==> src/rtl/scalar_writeback_arbiter_if.sv <==
// Valid/ready result channel from one execution unit (ALU, LSU or V2S) into the
// scalar writeback arbiter. Master is the producing unit, slave is the arbiter.
interface scalar_writeback_arbiter_if #(
    parameter int DATA_WIDTH = 32,
    parameter int REG_W      = 5
);
    logic                  valid;
    logic                  ready;
    logic [REG_W-1:0]      rd;
    logic [DATA_WIDTH-1:0] data;

    modport master (output valid, output rd, output data, input ready);
    modport slave  (input valid, input rd, input data, output ready);
endinterface

==> src/rtl/scalar_writeback_arbiter.sv <==
// Round-robin writeback arbiter for the scalar register file with a pending-write scoreboard.
// Optional wb-cycle forwarding of results to issue is enabled by defining SCALAR_WB_BYPASS_EN.
module scalar_writeback_arbiter #(
    parameter int  DATA_WIDTH = 32,
    parameter int  NUM_REGS   = 32,
    parameter int  MASK_REG   = 31,
    localparam int RW         = $clog2(NUM_REGS)
) (
    input  logic                  clk,
    input  logic                  reset,
    input  logic                  i_issue_valid,
    input  logic [RW-1:0]         i_issue_rd,
    input  logic [RW-1:0]         i_issue_rs1,
    input  logic [RW-1:0]         i_issue_rs2,
    output logic                  o_issue_stall,
    scalar_writeback_arbiter_if.slave alu_if,
    scalar_writeback_arbiter_if.slave lsu_if,
    scalar_writeback_arbiter_if.slave v2s_if,
    output logic                  o_wb_en,
    output logic [RW-1:0]         o_wb_rd,
    output logic [DATA_WIDTH-1:0] o_wb_data,
    output logic                  o_mask_update,
`ifdef SCALAR_WB_BYPASS_EN
    output logic                  o_byp_rs1_hit,
    output logic [DATA_WIDTH-1:0] o_byp_rs1_data,
    output logic                  o_byp_rs2_hit,
    output logic [DATA_WIDTH-1:0] o_byp_rs2_data,
`endif
    output logic [NUM_REGS-1:0]   o_pending_mask
);

    typedef enum logic [1:0] {
        SRC_ALU = 2'd0,
        SRC_LSU = 2'd1,
        SRC_V2S = 2'd2
    } src_e;

    src_e                  r_ptr;
    logic                  r_wb_en;
    logic [RW-1:0]         r_wb_rd;
    logic [DATA_WIDTH-1:0] r_wb_data;
    logic                  r_mask_update;
    logic [NUM_REGS-1:0]   r_pending;

    logic [2:0]            w_valid;
    logic [2:0]            w_grant;
    logic                  w_any;
    logic [1:0]            w_win;
    logic [1:0]            w_idx;
    src_e                  w_ptr_next;
    logic [RW-1:0]         w_sel_rd;
    logic [DATA_WIDTH-1:0] w_sel_data;
    logic [NUM_REGS-1:0]   w_live;
    logic [NUM_REGS-1:0]   w_pending_next;
    logic                  w_issue_ok;

    assign w_valid = {v2s_if.valid, lsu_if.valid, alu_if.valid};

    // Scan the three sources starting at the pointer; first valid one wins.
    always_comb begin
        w_any = 1'b0;
        w_win = 2'd0;
        w_idx = 2'd0;
        for (int k = 0; k < 3; k++) begin
            w_idx = 2'((int'(r_ptr) + k) % 3);
            if (!w_any && w_valid[w_idx]) begin
                w_any = 1'b1;
                w_win = w_idx;
            end
        end
    end

    assign w_grant      = (w_any && !reset) ? (3'b001 << w_win) : 3'b000;
    assign alu_if.ready = w_grant[0];
    assign lsu_if.ready = w_grant[1];
    assign v2s_if.ready = w_grant[2];

    always_comb begin
        w_ptr_next = SRC_ALU;
        w_sel_rd   = v2s_if.rd;
        w_sel_data = v2s_if.data;
        case (w_win)
            2'd0: begin
                w_ptr_next = SRC_LSU;
                w_sel_rd   = alu_if.rd;
                w_sel_data = alu_if.data;
            end
            2'd1: begin
                w_ptr_next = SRC_V2S;
                w_sel_rd   = lsu_if.rd;
                w_sel_data = lsu_if.data;
            end
            default: w_ptr_next = SRC_ALU;
        endcase
    end

    // Register x0 is never a hazard; with forwarding, the entry being written this cycle is not either.
    always_comb begin
        w_live    = r_pending;
        w_live[0] = 1'b0;
`ifdef SCALAR_WB_BYPASS_EN
        if (r_wb_en) w_live[r_wb_rd] = 1'b0;
`endif
    end

    assign o_issue_stall = i_issue_valid &&
                           (w_live[i_issue_rs1] || w_live[i_issue_rs2] || w_live[i_issue_rd]);
    assign w_issue_ok    = i_issue_valid && !o_issue_stall;

    // Clear is applied first so a same-edge re-reservation of the index wins.
    always_comb begin
        w_pending_next = r_pending;
        if (r_wb_en) w_pending_next[r_wb_rd] = 1'b0;
        if (w_issue_ok && (i_issue_rd != '0)) w_pending_next[i_issue_rd] = 1'b1;
    end

    always_ff @(posedge clk) begin
        if (reset) begin
            r_ptr         <= SRC_ALU;
            r_wb_en       <= 1'b0;
            r_wb_rd       <= '0;
            r_wb_data     <= '0;
            r_mask_update <= 1'b0;
            r_pending     <= '0;
        end else begin
            r_wb_en       <= w_any && (w_sel_rd != '0);
            r_mask_update <= w_any && (w_sel_rd == RW'(MASK_REG));
            if (w_any) begin
                r_ptr     <= w_ptr_next;
                r_wb_rd   <= w_sel_rd;
                r_wb_data <= w_sel_data;
            end
            r_pending <= w_pending_next;
        end
    end

    assign o_wb_en        = r_wb_en;
    assign o_wb_rd        = r_wb_rd;
    assign o_wb_data      = r_wb_data;
    assign o_mask_update  = r_mask_update;
    assign o_pending_mask = r_pending;

`ifdef SCALAR_WB_BYPASS_EN
    assign o_byp_rs1_hit  = r_wb_en && (r_wb_rd == i_issue_rs1) && (i_issue_rs1 != '0);
    assign o_byp_rs1_data = r_wb_data;
    assign o_byp_rs2_hit  = r_wb_en && (r_wb_rd == i_issue_rs2) && (i_issue_rs2 != '0);
    assign o_byp_rs2_data = r_wb_data;
`endif

endmodule

==> src/flat_wrapper.sv <==
// flat-port wrapper written by rule: the top's interface ports become plain ports
module scalar_writeback_arbiter_flat 
#(
    parameter int  DATA_WIDTH = 32,
    parameter int  NUM_REGS   = 32,
    parameter int  MASK_REG   = 31,
    localparam int RW         = $clog2(NUM_REGS)
)
  (clk, reset, i_issue_valid, i_issue_rd, i_issue_rs1, i_issue_rs2, o_issue_stall, o_wb_en, o_wb_rd, o_wb_data, o_mask_update, o_pending_mask, alu_if_valid, alu_if_rd, alu_if_data, alu_if_ready, lsu_if_valid, lsu_if_rd, lsu_if_data, lsu_if_ready, v2s_if_valid, v2s_if_rd, v2s_if_data, v2s_if_ready);
  scalar_writeback_arbiter_if #(.DATA_WIDTH(DATA_WIDTH), .REG_W(5)) alu_if_i ();
  scalar_writeback_arbiter_if #(.DATA_WIDTH(DATA_WIDTH), .REG_W(5)) lsu_if_i ();
  scalar_writeback_arbiter_if #(.DATA_WIDTH(DATA_WIDTH), .REG_W(5)) v2s_if_i ();
  input  logic clk;
  input  logic reset;
  input  logic i_issue_valid;
  input  logic [RW-1:0] i_issue_rd;
  input  logic [RW-1:0] i_issue_rs1;
  input  logic [RW-1:0] i_issue_rs2;
  output logic o_issue_stall;
  output logic o_wb_en;
  output logic [RW-1:0] o_wb_rd;
  output logic [DATA_WIDTH-1:0] o_wb_data;
  output logic o_mask_update;
  output logic [NUM_REGS-1:0] o_pending_mask;
  input wire logic [$bits(alu_if_i.valid)-1:0] alu_if_valid;
  input wire logic [$bits(alu_if_i.rd)-1:0] alu_if_rd;
  input wire logic [$bits(alu_if_i.data)-1:0] alu_if_data;
  output wire logic [$bits(alu_if_i.ready)-1:0] alu_if_ready;
  input wire logic [$bits(lsu_if_i.valid)-1:0] lsu_if_valid;
  input wire logic [$bits(lsu_if_i.rd)-1:0] lsu_if_rd;
  input wire logic [$bits(lsu_if_i.data)-1:0] lsu_if_data;
  output wire logic [$bits(lsu_if_i.ready)-1:0] lsu_if_ready;
  input wire logic [$bits(v2s_if_i.valid)-1:0] v2s_if_valid;
  input wire logic [$bits(v2s_if_i.rd)-1:0] v2s_if_rd;
  input wire logic [$bits(v2s_if_i.data)-1:0] v2s_if_data;
  output wire logic [$bits(v2s_if_i.ready)-1:0] v2s_if_ready;
  assign alu_if_i.valid = alu_if_valid;
  assign alu_if_i.rd = alu_if_rd;
  assign alu_if_i.data = alu_if_data;
  assign alu_if_ready = alu_if_i.ready;
  assign lsu_if_i.valid = lsu_if_valid;
  assign lsu_if_i.rd = lsu_if_rd;
  assign lsu_if_i.data = lsu_if_data;
  assign lsu_if_ready = lsu_if_i.ready;
  assign v2s_if_i.valid = v2s_if_valid;
  assign v2s_if_i.rd = v2s_if_rd;
  assign v2s_if_i.data = v2s_if_data;
  assign v2s_if_ready = v2s_if_i.ready;
  scalar_writeback_arbiter #(.DATA_WIDTH(DATA_WIDTH), .NUM_REGS(NUM_REGS), .MASK_REG(MASK_REG)) u_core (.clk(clk), .reset(reset), .i_issue_valid(i_issue_valid), .i_issue_rd(i_issue_rd), .i_issue_rs1(i_issue_rs1), .i_issue_rs2(i_issue_rs2), .o_issue_stall(o_issue_stall), .alu_if(alu_if_i), .lsu_if(lsu_if_i), .v2s_if(v2s_if_i), .o_wb_en(o_wb_en), .o_wb_rd(o_wb_rd), .o_wb_data(o_wb_data), .o_mask_update(o_mask_update), .o_pending_mask(o_pending_mask));
endmodule
==> config.mk <==
export PLATFORM = sky130hd
export DESIGN_NAME = scalar_writeback_arbiter_flat
export DESIGN_NICKNAME = d
export VERILOG_FILES = /design/src/rtl/scalar_writeback_arbiter_if.sv /design/src/rtl/scalar_writeback_arbiter.sv /design/src/flat_wrapper.sv
export SDC_FILE = /design/constraint.sdc
export NUM_CORES = 1
export LEC_CHECK = 0
export BUFFER_PORTS_ARGS = -buffer_cell sky130_fd_sc_hd__buf_2
export CAP_MARGIN = 20
export CELL_PAD_IN_SITES_DETAIL_PLACEMENT = 0
export CELL_PAD_IN_SITES_GLOBAL_PLACEMENT = 1
export CORE_MARGIN = 10
export CORE_UTILIZATION = 36
export DETAILED_ROUTE_END_ITERATION = 16
export GPL_TIMING_DRIVEN = 0
export PLACE_DENSITY_LB_ADDON = 0.1
export RECOVER_POWER = 100
export REMOVE_ABC_BUFFERS = 1
export SKIP_CTS_REPAIR_TIMING = 1
export SLEW_MARGIN = 15
export SYNTH_ARGS = -nofsm -noshare
export SYNTH_HDL_FRONTEND = slang
export SYNTH_SLANG_ARGS = --single-unit
==> constraint.sdc <==
create_clock -name clk -period 7.3 [get_ports clk]
set_input_delay 1.095 -clock clk [delete_from_list [all_inputs] [get_ports clk]]
set_output_delay 1.095 -clock clk [all_outputs]
set_load 0.03 [all_outputs]
* Word level (Yosys, flattened, before mapping)
Index checks and enable logic that the tools add are counted.
Storage, ports and cells: register bits after elaboration 73, output and inout bits 75, bits of input ports 132
Operators by class: add/subtract/negate cells 2, reduce and logical (&&, ||, !) cells 19, $lt $le $gt $ge 9, muxes and demuxes 28, equality and inequality tests 2, div/mod/pow operators 3, bitwise operators 3, shift-type cells 1
Operators with widths (number):
- modulo 32 x 3 -> 32 bit, second input constant | 2
- two-way mux 32 bit | 2
- case mux 32 bit (2 select lines) | 1
- AND 32 bit | 1
- modulo 3 x 3 -> 32 bit, second input constant | 1
- NOT 32 bit | 1
- OR 32 bit | 1
- less-than comparator 5 x 6 -> 1 bit, second input constant | 4
- binary-select mux 1 bit (select 5 bit) | 3
- two-way mux 1 bit | 11
- demux 1 bit (select 5 bit) | 2
- >= comparator 5 x 1 -> 1 bit, second input constant | 2
- logical AND 1 bit | 10
- case mux 5 bit (2 select lines) | 1
- nonzero test 5 bit | 2
- less-than comparator 2 x 3 -> 1 bit, second input constant | 3
- binary-select mux 1 bit (select 2 bit) | 3
- two-way mux 2 bit | 3
- equality test 5 bit, second input constant | 1
- logical NOT 1 bit | 4
- case mux 2 bit (2 select lines) | 1
- adder 2 x 1 -> 3 bit, second input constant | 1
- adder 2 x 2 -> 3 bit, second input constant | 1
- two-way mux 3 bit | 1
- 4 further kinds | 5

* Logic depth before layout (Yosys ltp)
Gate-level depths: netlist of the first run.
depth after elaboration 14, mapped depth 12, depth with buffers taken out 9

* Worst setup path before layout of the first run
No wires, ideal clock.
kind input to output, start point input port i_issue_rs1[0], end point output port o_issue_stall, path slack 3386 ps, data arrival time 2819 ps, data required time 6205 ps, buffers on the path 1, stages on the path 6, cells stage by stage buf_2 -> mux4_2 -> mux4_2 -> mux2i_1 -> nand3_1 -> and2_1
Between the ends: cells in the longest elaborated chain, start to end 5
RTL lines:
- start: declaration | RTL line flat_wrapper.sv:17 | input logic [RW-1:0] i_issue_rs1;
- binary-select mux 1 bit (select 5 bit) | RTL line scalar_writeback_arbiter.sv:107 | (w_live[i_issue_rs1] || w_live[i_issue_rs2] || w_live[i_issue_rd]);
- two-way mux 1 bit (implied by the code) | RTL line scalar_writeback_arbiter.sv:107
- logical OR 1 bit (2 in a row) | RTL line scalar_writeback_arbiter.sv:107
- logical AND 1 bit | RTL line scalar_writeback_arbiter.sv:106 | assign o_issue_stall = i_issue_valid &&
- end: declaration | RTL line flat_wrapper.sv:19 | output logic o_issue_stall;
No other way between the ends. The select of a mux whose other input is x is not followed.

* Worst setup path after layout of the first run
start point input port reset, end point output port lsu_if_ready
Between the ends: cells in the longest elaborated chain, start to end 3
RTL lines:
- start: declaration | RTL line flat_wrapper.sv:14 | input logic reset;
- logical NOT 1 bit | RTL line scalar_writeback_arbiter.sv:73 | assign w_grant = (w_any && !reset) ? (3'b001 << w_win) : 3'b000;
- logical AND 1 bit | RTL line scalar_writeback_arbiter.sv:73
- two-way mux 3 bit | RTL line scalar_writeback_arbiter.sv:73
- end: declaration | RTL line flat_wrapper.sv:32 | output wire logic [$bits(lsu_if_i.ready)-1:0] lsu_if_ready;
No other way between the ends.

==> impl_metrics.ini, run 1 <==
[clock_tree]
cts_sinks = 73
htreeDepth = 3
clockBufferDepth = 2
clk_pin_slew_worst_paths_ns = 0.06
cts_buffers = 9
cts_tree = done
cts-root-buf = clkbuf_16
clock_latency_ns = 0.33

[critical_path]
critPathRequiredTime_ns = 6.20
path_delay_family = buffers and inverters
cp_cell_sequence = clkbuf_1 -> nand2b_1 -> nor2b_1 -> clkbuf_1
cp.arrival_ns = 4.15
crit_path_frequent_cell = clkbuf_1
end_kind = output pin
critical_path.max_fanout = 77
cpPeakStageDelay_ns = 2.27
cp.buffers_inverters = 2
start_kind = input pin
crit_slowest_cell = clkbuf_1
path_class = in -> out

[yosys]
synth_area_leader_cell = dfxtp_1
yosysWarnings = 0
synth_cell_types = 42
synth_top_area_share_pct = 32.9
synth_edf_count = 0
seq_area_frac_synth_pct = 32.9
synth-seq-cells = 73
yosysMostFrequentCell = dfxtp_1
synth_common_cells = dfxtp_1, nand2_1, nor2_1
synthTopCellsByArea = dfxtp_1, mux4_2, a221o_1, nand2_1, nor3_1
synthCells = 518
synth_area_um2 = 4440
synth-main-ff-cell = dfxtp_1
synth-async-reset-ratio_pct = 0
postSynthAreaPerCell_um2 = 8.57

[route]
num_vias = 4759
first_pass_iters = 7
drc = 0
ant_nets = 0
routed_wl_um = 17100
wl_per_cell_um = 19.7
drt-vias-per-instance = 5.48
drt_iter0_drc = 311

[timing]
timing.final.ws_setup_ns = 2.06
period_share_pct = 71.8
rsz0062_at_grt = false
fin_worst_skew_ns = 0.00624
tightest_slew_ns = 3.29
slew_viol_final = 78
holdWs_ns = 0.454
setup_viol = 0
setup_tns_ns = 0
hold_violations = 0
max_freq_mhz = 191
period_needed_ns = 5.24
maxSlewHeadroom_pct = -119

[final_layout]
fillerInstances = 1251
drive_gt1_share_pct = 26.8
area_growth_pct = 31.0
final_nets = 829
stdcell_count = 869
fin_util_pct = 48.2
finalInstanceArea_um2 = 5810

[pwr]
power.total_mw = 2.38
p_clk_share_pct = 21.3
power.switching_mw = 1.07
power_density_nw_per_um2 = 409
comb_power_share_pct = 54.2
p_int_mw = 1.31
peakVddDrop_uv = 204
power_frac_seq_pct = 24.5
power_leakage_nw = 2.27
sw_frac_of_total_pct = 45.1

[floorplan]
num_rows = 40
die_w_um = 131
initial_core_util_pct = 36.8
dieArea_um2 = 17200
die_y_um = 131
ios = 207
core_um2 = 12100

[grt]
grt_pass1_vias = 4929
antenna_found_initial = 3
grt_max_degree = 78
overflow = 0
grt.total_usage_pct = 19.7
grt_pass1_wl_um = 26500

[place]
portBuffers = 206
detailed_place.area_um2 = 5570
dpl.hpwl_um = 13300
dp_slack_ns = 2.43
dp_cells = 850
place_congestion = 0.855

[job]
maxCapViolations = 1

[run_status]
violations = capacitance limit, slew limit
status = complete, but fails checks

[min_path]
hp-class = reg -> reg
power by group through the flow:
stage / logic [mW] / clock network, mW / registers (mW)
global placement: 1.27 / 0 / 0.583
finish: 1.29 / 0.507 / 0.582
CTS: 1.34 / 0.517 / 0.581
detailed placement: 1.34 / 0 / 0.585
floorplan: 0.742 / 0 / 0.733
global route: 1.43 / 0.536 / 0.596
per-layer routing:
metal | global-route usage, % | up-vias | wire, µm
met1 | 21.9 | 2232 | 6620
met2 | 32.8 | 221 | 8210
li1 | - | 2282 | -
met3 | 8.82 | 22 | 2000
met5 | 0 | - | 7
met4 | 6.34 | 2 | 264
worst register-to-register path: cells and delay by family (launching register included):
kind / cells / cell delay (ns)
buf+inv: 1 / 0.08
flops: 1 / 0.39
mux: 1 / 0.28
fa+ha+maj: 1 / 0.43
compound gates: 3 / 0.67
simple gates: 3 / 1.45
logic make-up after synthesis:
logic type | share of synthesized area [%]
AOI/OAI and AO/OA | 21.3
adders and majority gates | 1.13
buffers and inverters | 4.74
DFF | 32.9
muxes | 16.0
and+or+nand+nor | 23.9
registers in the layout, indices dropped and copies added (netlist names):
signal,count
u_core.o_wb_rd,5
u_core.r_ptr,2
u_core.o_mask_update,1
u_core.o_wb_en,1
u_core.o_wb_data,32
u_core.o_pending_mask,32
cell type report:
| cell class | count | area (µm²) | share of cell area, % |
|---|---|---|---|
| Sequential cell | 73 | 1460 | 25.1 |
| Inverter | 7 | 26.3 | 0.452 |
| Tap cell | 168 | 210 | 3.62 |
| Clock buffer | 11 | 243 | 4.17 |
| Timing Repair Buffer | 208 | 980 | 16.8 |
| Antenna cell | 3 | 7.51 | 0.129 |
| Multi-Input combinational cell | 394 | 2780 | 47.9 |
| Clock inverter | 5 | 103 | 1.76 |
cells in the final DEF, fill, tap and decap left out, types with 4 or more instances in the layout:
cell type	synthesis	layout
buf_2	9	131
clkbuf_1	25	76
dfxtp_1	73	73
nand2_1	59	59
o21ai_0	20	50
nor2_1	48	47
nor3_1	38	39
a21oi_1	37	37
a221o_1	32	32
mux4_2	26	26
nand3b_1	22	22
nor2b_1	18	18
mux2i_1	9	9
clkbuf_16	0	9
inv_1	7	7
nand2b_1	7	7
nor3b_1	5	5
a222oi_1	4	4
a211oi_1	4	4
ha_1	4	4
final timing paths:
path / from / slack (ns) / depth (start not counted) / endpoint
worst min-delay path: u_core.o_pending_mask[0] / 0.45 / 2 / u_core.o_pending_mask[0]
worst min register to register: u_core.o_pending_mask[0] / 0.45 / 2 / u_core.o_pending_mask[0]
worst max-delay path: reset / 2.06 / 4 / lsu_if_ready
worst max register to register: u_core.r_ptr[0] / 3.92 / 9 / u_core.o_mask_update
(Power assumes the default switching activity.)
==> run 2, diff against run 1 <==
Settings changed: ABC_AREA from default to 1, CORE_UTILIZATION 36 to 32.
Clock period 7.3 ns to 5.1 ns, I/O delays scaled along.
==> impl_metrics.ini, run 2 <==
[yosys]
yosysMostFrequentCell = nand2_1
synth-async-reset-ratio_pct = 0
synth_common_cells = nand2_1, nand3_1, inv_1
synth-main-ff-cell = dfxtp_1
synth_cell_types = 23
synth_area_um2 = 4860
seq_area_frac_synth_pct = 30.1
postSynthAreaPerCell_um2 = 6.00
synthCells = 809
yosysWarnings = 0
synth_edf_count = 0
synth-seq-cells = 73
synthTopCellsByArea = dfxtp_1, nand2_1, nand3_1, inv_1, a21oi_1
synth_top_area_share_pct = 30.1
synth_area_leader_cell = dfxtp_1

[pwr]
p_int_mw = 1.68
power_density_nw_per_um2 = 542
power_frac_seq_pct = 23.6
power.switching_mw = 1.68
power.total_mw = 3.36
comb_power_share_pct = 56.2
sw_frac_of_total_pct = 49.9
peakVddDrop_uv = 320
power_leakage_nw = 2.95
p_clk_share_pct = 20.3

[route]
ant_nets = 0
drt_iter0_drc = 344
wl_per_cell_um = 17.5
drt-vias-per-instance = 5.07
drc = 0
routed_wl_um = 20500
num_vias = 5958
first_pass_iters = 5

[floorplan]
num_rows = 44
initial_core_util_pct = 33.0
die_w_um = 143
die_y_um = 143
core_um2 = 14700
ios = 207
dieArea_um2 = 20500

[clock_tree]
clk_pin_slew_worst_paths_ns = 0.06
clock_latency_ns = 0.34
cts-root-buf = clkbuf_16
cts_buffers = 9
clockBufferDepth = 2
cts_tree = done
cts_sinks = 73
htreeDepth = 3

[final_layout]
final_common_cell = nand2_1
drive_gt1_share_pct = 16.0
finalInstanceArea_um2 = 6190
layout_common_cells = nand2_1, buf_2, nand3_1
final_nets = 1123
fillerInstances = 1687
n_antenna_cell = 0
area_growth_pct = 27.5

[min_path]
hold-path-endpoint = u_core.o_pending_mask[0]
min_from = u_core.o_pending_mask[0]
hp-class = reg -> reg
hold_path_depth = 2

[timing]
rsz0062_at_grt = false
fin_worst_skew_ns = 0.00607
period_needed_ns = 4.11
setup_viol = 0
tightest_slew_ns = 1.07
slew_viol_final = 0
timing.final.ws_setup_ns = 0.990
max_freq_mhz = 243
period_share_pct = 80.6
maxSlewHeadroom_pct = 28.5
hold_violations = 0

[critical_path]
r2r_slack_ns = 1.89
start_kind = input pin
critical_path.max_fanout = 32
startpoint = i_issue_rd[0]
crit_path_frequent_cell = nor2_1
r2r-end = u_core.o_wb_data[8]
crit_slowest_cell = nor2_4
cpPeakStageDelay_ns = 0.61
cp_cell_sequence = buf_2 -> inv_1 -> nand3_1 -> nand2_1 -> nor2_1 -> nor2_1 -> nor2_1 -> nand2_1 -> nor2_1 -> nand3_1 -> nor2_4 -> nor2_1 -> clkbuf_1
critPathRequiredTime_ns = 4.34
cp.arrival_ns = 3.35
end_kind = output pin
r2r_cells = 15
path_class = in -> out
worstReg2RegStart = u_core.r_ptr[0]

[place]
detailed_place.area_um2 = 5960
portBuffers = 206
place_congestion = 0.819
dp_slack_ns = 1.17
dpl.hpwl_um = 15600

[grt]
grt.total_usage_pct = 19.8
grt_pass1_wl_um = 32100
grt_max_degree = 37
grt_pass1_vias = 5825
antenna_found_initial = 0
overflow = 0

[run_status]
status = complete, no violations

[job]
maxCapViolations = 0
## run 2: how the worst max path moves through the flow
stage,to,cells after the start,slack (ns)
after floorplan,alu_if_ready,11,1.25
after global placement,lsu_if_ready,10,-0.51
after detailed placement,o_issue_stall,13,1.17
after CTS,o_issue_stall,13,1.17
after global routing,o_issue_stall,15,0.83
final,o_issue_stall,13,0.99
## run 2: kinds of logic after synthesis
logic type               synth area share, %
adder cells (fa/ha/maj)                 1.03
flip-flops                              30.1
AND/OR/NAND/NOR                         37.5
buffers and inverters                   12.6
AO/OA/AOI/OAI                           18.8
## run 2: worst max-delay path: cells and delay by family
kind | cells | cell delay, ns
buf+inv | 3 | 0.97
simple gates | 10 | 1.59
## run 2: area by class of cell
type	instances	area, µm²	area share, %
tap	184	230	3.72
clock inverter	3	65.1	1.05
clock buffer	12	246	3.98
inverter	111	417	6.73
multi-input combinational	584	2790	45.1
sequential	73	1460	23.6
timing repair buffer	208	980	15.8
## run 2: power by group through the flow
stage          combinational (mW)  sequential, mW  clock (mW)
4_1_cts                      1.95           0.788       0.692
2_1_floorplan                1.08            1.02           0
6_report                     1.88           0.791       0.681
5_1_grt                      2.12           0.807       0.718
3_5_place_dp                 1.95           0.793           0
3_3_place_gp                 1.94           0.796           0
## run 2: metrics by stage
step | cells | hold slack (ns) | setup TNS, ns | utilization [%]
after floorplan | 768 | 0.511 | 0 | -
after global placement | 1158 | 0.441 | -1.51 | 40.3
final | 1175 | 0.458 | 0 | 42.1
after detailed placement | 1159 | 0.448 | 0 | 40.6
after global routing | 1175 | 0.498 | 0 | 42.1
after CTS | 1174 | 0.458 | 0 | 42.7
## run 2: routing by layer
metal	share of wire (%)	vias up	GRT usage [%]
li1	-	3044	-
met1	41	2676	22.7
met2	48	214	33.3
met3	9.1	24	6.83
met4	2.1	0	7.06
met5	0	-	0
==> run 3, diff against run 2 <==
Settings changed: ABC_AREA 1 to 0, CORE_UTILIZATION 32 to 30.
Clock period 5.1 ns to 3.3 ns, I/O delays scaled along.
==> impl_metrics.ini, run 3 (synthesis gave the netlist of run 1 again) <==
[min_path]
hold_path_depth = 2
hp-class = reg -> reg

[final_layout]
final_nets = 845
stdcell_count = 897
final_common_cell = buf_2
n_antenna_cell = 0
layout_common_cells = buf_2, clkbuf_1, dfxtp_1
area_growth_pct = 33.6
drive_gt1_share_pct = 29.6

[clock_tree]
htreeDepth = 3
clk_pin_slew_worst_paths_ns = 0.06
clock_latency_ns = 0.33
clockBufferDepth = 2
cts_tree = done
cts-root-buf = clkbuf_16
cts_sinks = 73
cts_buffers = 9

[place]
portBuffers = 206
dp_cells = 866
place_congestion = 0.815
dpl.hpwl_um = 13500

[pwr]
power.total_mw = 5.48
power_leakage_nw = 2.35
peakVddDrop_uv = 761
power_density_nw_per_um2 = 923

[critical_path]
critical_path.max_fanout = 21
cp_cell_sequence = inv_1 -> ha_1 -> a22o_1 -> a211oi_2 -> nor2_2 -> or2_4 -> nand2b_2 -> nor2b_1 -> buf_2
cp.arrival_ns = 2.68
r2r_cells = 11
path_depth = 9
cp.buffers_inverters = 2
cpPeakStageDelay_ns = 0.38
start_kind = flip-flop
path_class = reg -> out
end_kind = output pin
critPathRequiredTime_ns = 2.80
crit_slowest_cell = dfxtp_1
path_delay_family = simple AND/OR/NAND/NOR gates

[route]
ant_nets = 0
drt-vias-per-instance = 5.37
first_pass_iters = 4
wl_per_cell_um = 20.5
num_vias = 4819
routed_wl_um = 18400
drt_iter0_drc = 270
drc = 0

[floorplan]
die_w_um = 142
die_y_um = 142
initial_core_util_pct = 30.5
ios = 207
dieArea_um2 = 20100
core_um2 = 14500
num_rows = 44

[job]
maxCapViolations = 0

[grt]
overflow = 0
busiest_layer = met2
use_met3_pct = 7.34
antenna_found_initial = 0
grt_max_degree = 78
grt_pass1_vias = 4968
use_met2_pct = 27.1
grt_pass1_wl_um = 27600
grt.total_usage_pct = 17.0
grt_use_met1_pct = 20.0

[timing]
period_share_pct = 96.2
tightest_slew_ns = 1.09
maxSlewHeadroom_pct = 27.3
rsz0062_at_grt = true
fin_worst_skew_ns = 0.00297
slew_viol_final = 0
hold_violations = 0
period_needed_ns = 3.17
max_freq_mhz = 315
setup_viol = 0

[run_status]
status = complete, no violations
## run 3: final timing paths
kind	start	endpoint	slack (ns)
max	u_core.r_ptr[1]	lsu_if_ready	0.13
min	u_core.o_pending_mask[0]	u_core.o_pending_mask[0]	0.45
max reg2reg	u_core.r_ptr[0]	u_core.o_mask_update	0.15
min reg2reg	u_core.o_pending_mask[0]	u_core.o_pending_mask[0]	0.45
## run 3: report_power, final
| group | switching, mW | internal, mW | leakage, nW |
|---|---|---|---|
| logic | 2.01 | 1.30 | 1.61 |
| registers | 0.184 | 1.10 | 0.599 |
| clock network | 0.361 | 0.520 | 0.135 |
| total | 2.56 | 2.92 | 2.35 |
## run 3: per-stage QoR
step	util (%)	hold slack [ns]	setup TNS (ns)	setup WS, ns	area (µm²)
after floorplan	-	0.460	-4.06	-0.586	4250
after global placement	37.9	0.439	-53.27	-1.94	5520
after detailed placement	38.5	0.442	-0.654	-0.399	5590
after CTS	40.3	0.450	-1.76	-0.392	5860
after global routing	40.8	0.477	-0.0308	-0.0189	5930
final	40.8	0.450	0	0.125	5930
## run 3: final cells by class
type	instances	area, µm²
Sequential cell	73	1460
Fill cell	1561	8600
Clock inverter	4	20.0
Clock buffer	11	243
Timing Repair Buffer	221	1100
Inverter	7	26.3
Multi-Input combinational cell	397	2850
Tap cell	184	230
## run 3: layer usage
layer	routed length (µm)	share of wire, %	vias to the layer above
li1	-	-	2318
met5	0	0	-
met1	7640	41	2281
met3	1940	11	13
met4	196	1.1	0
met2	8650	47	207
## run 3: worst min-delay path, cell delays in order (launching register included)
cell and delay, ns:
dfxtp_1 0.31, nand2b_1 0.06, a21oi_1 0.04
